==> src/rtl/xs3_bcd_decoder_if.sv <==
// Handshake bundle for the serial excess-3 to packed-BCD decoder.
// The master side is the digit source and word consumer; the slave side is the decoder.
interface xs3_bcd_decoder_if #(
    parameter int DIGITS = 4
);
    localparam int CW = $clog2(DIGITS + 1);

    logic                  in_valid;
    logic                  in_ready;
    logic [3:0]            in_code;
    logic                  in_last;
    logic                  out_valid;
    logic                  out_ready;
    logic [4*DIGITS-1:0]   out_bcd;
    logic [CW-1:0]         out_count;
    logic                  out_err;

    modport master (
        output in_valid, in_code, in_last, out_ready,
        input  in_ready, out_valid, out_bcd, out_count, out_err
    );

    modport slave (
        input  in_valid, in_code, in_last, out_ready,
        output in_ready, out_valid, out_bcd, out_count, out_err
    );
endinterface

==> src/rtl/xs3_bcd_decoder.sv <==
// Serial excess-3 to BCD decoder.
// Accepts one excess-3 digit per handshake, removes the bias of 3 and shifts the
// digit into a DIGITS-wide packed BCD word, first digit most significant.
// A word is emitted on in_last or when DIGITS digits have been collected.
// Any code outside 3..12 sets a sticky per-word error flag.
// Optional build macro XS3_DEC_DROP_INVALID_EN: invalid codes are dropped
// (not stored, not counted). Without it they are stored as nibble 4'hF.
module xs3_bcd_decoder #(
    parameter int DIGITS = 4
) (
    input  logic               clk,
    input  logic               rst_n,
    xs3_bcd_decoder_if.slave   bus
);
    localparam int CW = $clog2(DIGITS + 1);
    localparam int W  = 4 * DIGITS;

    typedef enum logic {
        ACCUM = 1'b0,
        FULL  = 1'b1
    } state_t;

    state_t          state, state_n;
    logic [W-1:0]    word, word_n;
    logic [CW-1:0]   count, count_n;
    logic            err, err_n;
    logic            valid_q;

    logic            code_ok;
    logic [3:0]      digit;
    logic [3:0]      nibble;
    logic            store;
    logic [W-1:0]    word_shift;
    logic [CW-1:0]   count_inc;

    // Valid excess-3 codes are 3..12; removing the bias is a 4-bit subtract.
    assign code_ok = (bus.in_code >= 4'd3) && (bus.in_code <= 4'd12);
    assign digit   = bus.in_code - 4'd3;

`ifdef XS3_DEC_DROP_INVALID_EN
    // Invalid codes still complete their handshake but leave the word untouched.
    assign store  = code_ok;
    assign nibble = digit;
`else
    // Invalid codes occupy a digit slot as the marker nibble F.
    assign store  = 1'b1;
    assign nibble = code_ok ? digit : 4'hF;
`endif

    // Shifting through a full-width zero-extended nibble keeps DIGITS=1 legal.
    assign word_shift = (word << 4) | W'(nibble);
    assign count_inc  = count + CW'(1);

    // The decoder only takes digits while no word is waiting on the output.
    assign bus.in_ready  = !valid_q;
    assign bus.out_valid = valid_q;
    assign bus.out_bcd   = word;
    assign bus.out_count = count;
    assign bus.out_err   = err;

    // Next-state logic: collect digits in ACCUM, hold the word in FULL until taken.
    always_comb begin
        state_n = state;
        word_n  = word;
        count_n = count;
        err_n   = err;
        case (state)
            ACCUM: begin
                if (bus.in_valid) begin
                    if (store) begin
                        word_n  = word_shift;
                        count_n = count_inc;
                    end
                    if (!code_ok) begin
                        err_n = 1'b1;
                    end
                    if (bus.in_last || (count_n == CW'(DIGITS))) begin
                        state_n = FULL;
                    end
                end
            end
            FULL: begin
                if (bus.out_ready) begin
                    state_n = ACCUM;
                    word_n  = '0;
                    count_n = '0;
                    err_n   = 1'b0;
                end
            end
            default: begin
                state_n = ACCUM;
                word_n  = '0;
                count_n = '0;
                err_n   = 1'b0;
            end
        endcase
    end

    // State, word and flag registers; reset discards any partial or held word.
    always_ff @(posedge clk or negedge rst_n) begin
        if (!rst_n) begin
            state   <= ACCUM;
            word    <= '0;
            count   <= '0;
            err     <= 1'b0;
            valid_q <= 1'b0;
        end else begin
            state   <= state_n;
            word    <= word_n;
            count   <= count_n;
            err     <= err_n;
            valid_q <= (state_n == FULL);
        end
    end
endmodule

==> src/flat_wrapper.sv <==
// flat-port wrapper written by rule: the top's interface ports become plain ports
module xs3_bcd_decoder_flat 
#(
    parameter int DIGITS = 4
)
  (clk, rst_n, bus_in_valid, bus_in_code, bus_in_last, bus_out_ready, bus_in_ready, bus_out_valid, bus_out_bcd, bus_out_count, bus_out_err);
  xs3_bcd_decoder_if #(.DIGITS(DIGITS)) bus_i ();
  input  logic clk;
  input  logic rst_n;
  input wire logic [$bits(bus_i.in_valid)-1:0] bus_in_valid;
  input wire logic [$bits(bus_i.in_code)-1:0] bus_in_code;
  input wire logic [$bits(bus_i.in_last)-1:0] bus_in_last;
  input wire logic [$bits(bus_i.out_ready)-1:0] bus_out_ready;
  output wire logic [$bits(bus_i.in_ready)-1:0] bus_in_ready;
  output wire logic [$bits(bus_i.out_valid)-1:0] bus_out_valid;
  output wire logic [$bits(bus_i.out_bcd)-1:0] bus_out_bcd;
  output wire logic [$bits(bus_i.out_count)-1:0] bus_out_count;
  output wire logic [$bits(bus_i.out_err)-1:0] bus_out_err;
  assign bus_i.in_valid = bus_in_valid;
  assign bus_i.in_code = bus_in_code;
  assign bus_i.in_last = bus_in_last;
  assign bus_i.out_ready = bus_out_ready;
  assign bus_in_ready = bus_i.in_ready;
  assign bus_out_valid = bus_i.out_valid;
  assign bus_out_bcd = bus_i.out_bcd;
  assign bus_out_count = bus_i.out_count;
  assign bus_out_err = bus_i.out_err;
  xs3_bcd_decoder #(.DIGITS(DIGITS)) u_core (.clk(clk), .rst_n(rst_n), .bus(bus_i));
endmodule
==> config.mk <==
export PLATFORM = sky130hd
export DESIGN_NAME = xs3_bcd_decoder_flat
export DESIGN_NICKNAME = d
export VERILOG_FILES = /design/src/rtl/xs3_bcd_decoder_if.sv /design/src/rtl/xs3_bcd_decoder.sv /design/src/flat_wrapper.sv
export SDC_FILE = /design/constraint.sdc
export NUM_CORES = 1
export LEC_CHECK = 0
export BUFFER_PORTS_ARGS = -buffer_cell sky130_fd_sc_hd__buf_2
export CORE_AREA = 2 2 49 46
export CTS_BUF_LIST = sky130_fd_sc_hd__clkbuf_2
export DETAILED_ROUTE_END_ITERATION = 8
export DIE_AREA = 0 0 51 48
export HOLD_SLACK_MARGIN = 0.02
export PLACE_DENSITY = 0.78
export SYNTH_ARGS = -nofsm -noshare
export SYNTH_HDL_FRONTEND = slang
export SYNTH_SLANG_ARGS = --single-unit
==> constraint.sdc <==
create_clock -name clk -period 1.5 [get_ports clk]
set_clock_uncertainty 0.15 [all_clocks]
set_input_delay 0.075 -clock clk [delete_from_list [all_inputs] [get_ports clk]]
set_output_delay 0.075 -clock clk [all_outputs]
set_load 0.01 [all_outputs]
==> impl_metrics.ini, run 1 <==
[route]
drtIter0Drc = 17
final_antenna_net_count = 0
topRoutingLayerUsed = met4
drt_pass1_iterations = 4
dr_wl_met3_um = 125
wl_per_cell_um = 14.69
wirelength_met1_um = 897
num_vias = 767
wl_met2_um = 954
avgViaCountPerCell = 5.479
wl_um = 2057
drc = 0

[timing]
finalHoldViolCount = 0
setup_viol = 0
setup_tns_ps = 0
tightestPinTransition_ps = 452.3
fmax_mhz = 687.9
fin_crit_ps = 1454
slew_viol_final = 0
post-route-period-util_pct = 96.92
slew_headroom_pct = 69.85
worst_hold_slack_ps = 48.44

[floorplanning]
core-area_sq_mm = 0.001896
row_count = 15
io_pins = 31
die_area_sq_mm = 0.002448
initial_core_util_pct = 47.85
die_y_um = 48
die_w_um = 51

[job]
maxCapViolations = 0

[global_route]
grt_overflow = 0
antenna_found_initial = 0
grt_usage_pct = 19.13
grt_max_degree = 22
grt_pass1_wl_um = 3312
grt_pass1_vias = 707

[placement]
place_area_sq_mm = 0.001102
dpl.hpwl_um = 1381
gp_congestion = 0.7641
io_buffers = 30
dpl.cell_count = 127

[power_and_ir_drop]
irDropWorstVdd_mv = 0.8821
power_leakage_nw = 0.6454
powerDensity_mw_per_mm2 = 1266

[setup_path]
crit_cells = 3
cp-start-kind = register
path_max_fanout = 8
worstPathCellList = mux2i_4 -> buf_4 -> a22o_1
ff2ff_setup_slack_ps = 50
slowest_delay_ps = 520
critPathBufInv = 1
critPathTopFamily = flip-flops
critical_path_required_ps = 1610
arrival_ps = 1570
reg2reg_depth = 3
cpMaxStageDelayCell = dfrtp_1
critPathKind = register to register
endpoint_kind = register

[min_path]
hold_class = primary input to register
hold_depth = 4

[clock_tree]
clock_latency_ps = 310
clock-sinks = 21
cts_tree = yes
htreeDepth = 1
numCtsBuffers = 3
clk_pin_slew_ps = 190
cts-root-buf = clkbuf_2
cts_setup_buffers = 0
clockBufferDepth = 2

[synth]
synthesis.area_sq_um = 907.1
synth_cells = 70
yosys_warnings = 0
synth_cell_types = 26
synth.avg_cell_area_sq_um = 12.96
synth-seq-cells = 21
yosysSeqAreaShare_pct = 57.93
synth_nets = 83

[outcome]
status = complete, no violations

[layout]
final_nets = 129
post_layout_nonfiller_instances = 140
diodes = 0
post-route-cell-area_sq_mm = 0.001221
drive_gt1_share_pct = 35.65
final_cell_mix = buf_2 (30), dfrtp_1 (21), a22o_1 (13)
area_growth_pct = 34.62
final_common_cell = buf_2
fin_util_pct = 64.42
layer usage:
layer | global-route usage [%] | vias to the layer above
li1 | - | 355
met1 | 23.96 | 369
met2 | 31.43 | 33
met3 | 5.000 | 10
met4 | 9.730 | 0
met5 | 0 | -
flip-flops by register name, summed over array words and instances (netlist names):
register / count
u_core.state: 1
u_core.bus.out_count: 3
u_core.bus.out_err: 1
u_core.bus.out_bcd: 16
area by class of cell:
type	instances	area, sq um
sequential	21	525.5
clock buffer	3	15.01
inverter	4	15.01
tap	25	31.28
timing repair buffer	44	277.8
multi-input combinational	42	351.6
fill	151	674.4
clock inverter	1	5.005
metrics by stage:
step                      worst slack [ps]  power [mW]
final                                46.27       1.546
after global routing                -16.94       1.644
after CTS                            46.93       1.543
after detailed placement             94.84       1.303
after global placement               132.1       1.282
after floorplan                      66.68       1.072
cells by family (layout without fill, tap and decap cells):
logic type	count (synthesis)	after routing	synth area share, %
adder cells (fa/ha/maj)	4	4	5.517
flip-flops	21	21	57.93
XOR/XNOR	2	2	1.931
multiplexers	1	1	1.517
AND/OR/NAND/NOR	9	9	5.657
buffers and inverters	7	52	4.275
AO/OA/AOI/OAI	26	26	23.17
final timing paths:
kind                                         start                      to
worst min register to register  u_core.bus.out_err      u_core.bus.out_err
max in group asynchronous                    rst_n   u_core.bus.out_bcd[5]
min in group asynchronous                    rst_n   u_core.bus.out_bcd[2]
worst max-delay path                  u_core.state  u_core.bus.out_bcd[13]
worst min-delay path                bus_in_code[1]   u_core.bus.out_bcd[1]
worst max register to register        u_core.state  u_core.bus.out_bcd[13]
cell usage after synthesis (all sizes together):
cell type	instances	area share (%)
a211o	1	0.97
a21o	1	0.83
a21oi	3	2.1
a221o	3	3.3
a22o	13	13
a32o	1	1.1
buf	3	2.6
dfrtp	21	58
ha	4	5.5
inv	4	1.7
mux2i	1	1.5
nand2	3	1.2
nand2b	1	0.69
nand3b	1	0.83
nand4	1	0.69
nor2b	1	0.69
nor3b	1	0.83
o21ai	3	1.7
o22ai	1	0.69
or3	1	0.69
xnor2	1	0.97
xor2	1	0.97
power by group:
| group | switching, mW | internal [mW] | total, mW | leakage (nW) |
|---|---|---|---|---|
| clock | 0.163 | 0.0604 | 0.223 | 0.0164 |
| combinational | 0.253 | 0.260 | 0.514 | 0.358 |
| sequential | 0.117 | 0.692 | 0.809 | 0.271 |
| total | 0.533 | 1.01 | 1.55 | 0.645 |
worst register-to-register path, stage by stage (launching register included):
cell and delay, ps:
dfrtp_1 520, mux2i_4 390, buf_4 220, a22o_1 130
what timing repair did:
action	in CTS	in global routing
endpoints found under the setup margin	0	16
endpoints found under the hold margin	27	2
gates resized for setup	0	1
hold buffers	8	2
No activity file was read; power rests on OpenSTA's default activity.
==> inputs of run 2 (changes only) <==
--- a/config.mk
+++ b/config.mk
@@ -6,12 +6,13 @@
 export NUM_CORES = 1
 export LEC_CHECK = 0
 export BUFFER_PORTS_ARGS = -buffer_cell sky130_fd_sc_hd__buf_2
-export CORE_AREA = 2 2 49 46
+export CORE_AREA = 3 3 50 47
 export CTS_BUF_LIST = sky130_fd_sc_hd__clkbuf_2
 export DETAILED_ROUTE_END_ITERATION = 8
-export DIE_AREA = 0 0 51 48
+export DIE_AREA = 0 0 53 50
 export HOLD_SLACK_MARGIN = 0.02
 export PLACE_DENSITY = 0.78
+export REMOVE_ABC_BUFFERS = 1
 export SYNTH_ARGS = -nofsm -noshare
 export SYNTH_HDL_FRONTEND = slang
 export SYNTH_SLANG_ARGS = --single-unit
==> constraint.sdc (replaced) <==
create_clock -name clk -period 1.76 [get_ports clk]
set_clock_uncertainty 0.15 [all_clocks]
set_input_delay 0.088 -clock clk [delete_from_list [all_inputs] [get_ports clk]]
set_output_delay 0.088 -clock clk [all_outputs]
set_load 0.01 [all_outputs]
==> impl_metrics.ini, run 2 (synthesis gave the netlist of run 1 again) <==
[placement]
place_area_sq_mm = 0.001087
io_buffers = 30
gp_congestion = 0.7344
dpl.hpwl_um = 1315

[clock_tree]
cts-root-buf = clkbuf_2
clockBufferDepth = 2
clock-sinks = 21
numCtsBuffers = 3
clock_latency_ps = 330
htreeDepth = 1
cts_setup_buffers = 0
cts_tree = yes
clk_pin_slew_ps = 200

[setup_path]
critPathBufInv = 3
cp-start-kind = primary input
critPathTopFamily = buffers and inverters
critPathKind = primary input to register
cpMaxStageDelayCell = dlygate4sd3_1
critical_path_required_ps = 1850
worstPathCellList = dlygate4sd3_1 -> buf_2 -> ha_2 -> nand4_1 -> dlygate4sd3_1 -> a32o_1
endpoint_kind = register
worst_path_most_repeated_cell = dlygate4sd3_1
path_max_fanout = 4
slowest_delay_ps = 580
arrival_ps = 1840
ff2ff_setup_slack_ps = 260

[layout]
post-route-cell-area_sq_mm = 0.001200
diodes = 0
drive_gt1_share_pct = 35.40
area_growth_pct = 32.28
largest_register_ffs = 16
final_common_cell = buf_2
final_cell_mix = buf_2 (30), dfrtp_1 (21), a22o_1 (13)
final_nets = 127

[job]
maxCapViolations = 0

[floorplanning]
io_pins = 31
initial_core_util_pct = 47.85
die_w_um = 53
die_y_um = 50
core-area_sq_mm = 0.001896
die_area_sq_mm = 0.002650
row_count = 15

[route]
wl_um = 1951
avgViaCountPerCell = 5.406
final_antenna_net_count = 0
drtIter0Drc = 13
drt_pass1_iterations = 4
num_vias = 746
wl_per_cell_um = 14.14
drc = 0

[timing]
setup_tns_ps = 0
fin_crit_ps = 1754
slew_viol_final = 0
slew_headroom_pct = 69.06
setup_viol = 0
fmax_mhz = 570.1
post-route-period-util_pct = 99.66
tightestPinTransition_ps = 464.2
finalHoldViolCount = 0

[global_route]
grt_overflow = 0
grt_pass1_wl_um = 3084
grt_max_degree = 22
antenna_found_initial = 0
grt_pass1_vias = 678
grt_usage_pct = 16.04

[outcome]
status = complete, no violations

[min_path]
hold_class = primary input to async pin

[power_and_ir_drop]
powerDensity_mw_per_mm2 = 1081
irDropWorstVdd_mv = 0.5425
power_leakage_nw = 0.6303
## run 2: worst paths after layout
kind                                          from                      to  cells past startpoint
worst max register to register        u_core.state  u_core.bus.out_bcd[12]                      3
min in group clk                u_core.bus.out_err      u_core.bus.out_err                      1
worst max-delay path                bus_in_code[1]   u_core.bus.out_bcd[3]                      6
worst min-delay path                         rst_n  u_core.bus.out_bcd[14]                      2
max in group asynchronous                    rst_n  u_core.bus.out_bcd[11]                      2
worst min register to register  u_core.bus.out_err      u_core.bus.out_err                      1
## run 2: area by class of cell
cell class	instances	area (sq um)
Clock buffer	3	15.01
Clock inverter	1	5.005
Fill cell	162	695.7
Inverter	4	15.01
Multi-Input combinational cell	42	345.3
Sequential cell	21	525.5
Tap cell	25	31.28
Timing Repair Buffer	42	262.8
## run 2: what timing repair did
action                                 CTS  global route
setup endpoints to repair                0             1
hold buffers                             9             0
resized for setup                        0             1
endpoints found under the hold margin   27             0
## run 2: report_power, final
| part | total (mW) | internal, mW | switching (mW) |
|---|---|---|---|
| combinational | 0.412 | 0.209 | 0.203 |
| sequential | 0.686 | 0.590 | 0.0961 |
| clock | 0.198 | 0.0515 | 0.147 |
| total | 1.30 | 0.851 | 0.446 |
## run 2: metrics by stage
stage | hold slack [ps] | utilization, % | instances | power, mW | setup WS, ps
after global routing | 63.26 | 63.30 | 138 | 1.380 | -27.04
after global placement | -95.44 | 57.36 | 125 | 1.086 | 363.7
after CTS | 56.06 | 63.17 | 138 | 1.307 | 63.47
final | 46.86 | 63.30 | 138 | 1.297 | 5.983
after floorplan | -357.6 | - | 67 | 0.9018 | 182.5
after detailed placement | -85.58 | 57.36 | 125 | 1.097 | 282.1
## run 2: worst register-to-register path, stage by stage (launching register included)
cell	delay, ps
dfrtp_1	500
mux2i_2	450
buf_4	240
a22o_1	140
## run 2: routing by layer
layer	part of all wire [%]	vias up	track usage, %	wire [um]
met4	0.72	0	6.383	14
met2	49	20	23.76	957
met5	0	-	0	0
met3	4.7	5	5.438	91
met1	45	370	21.22	887
li1	-	351	-	-
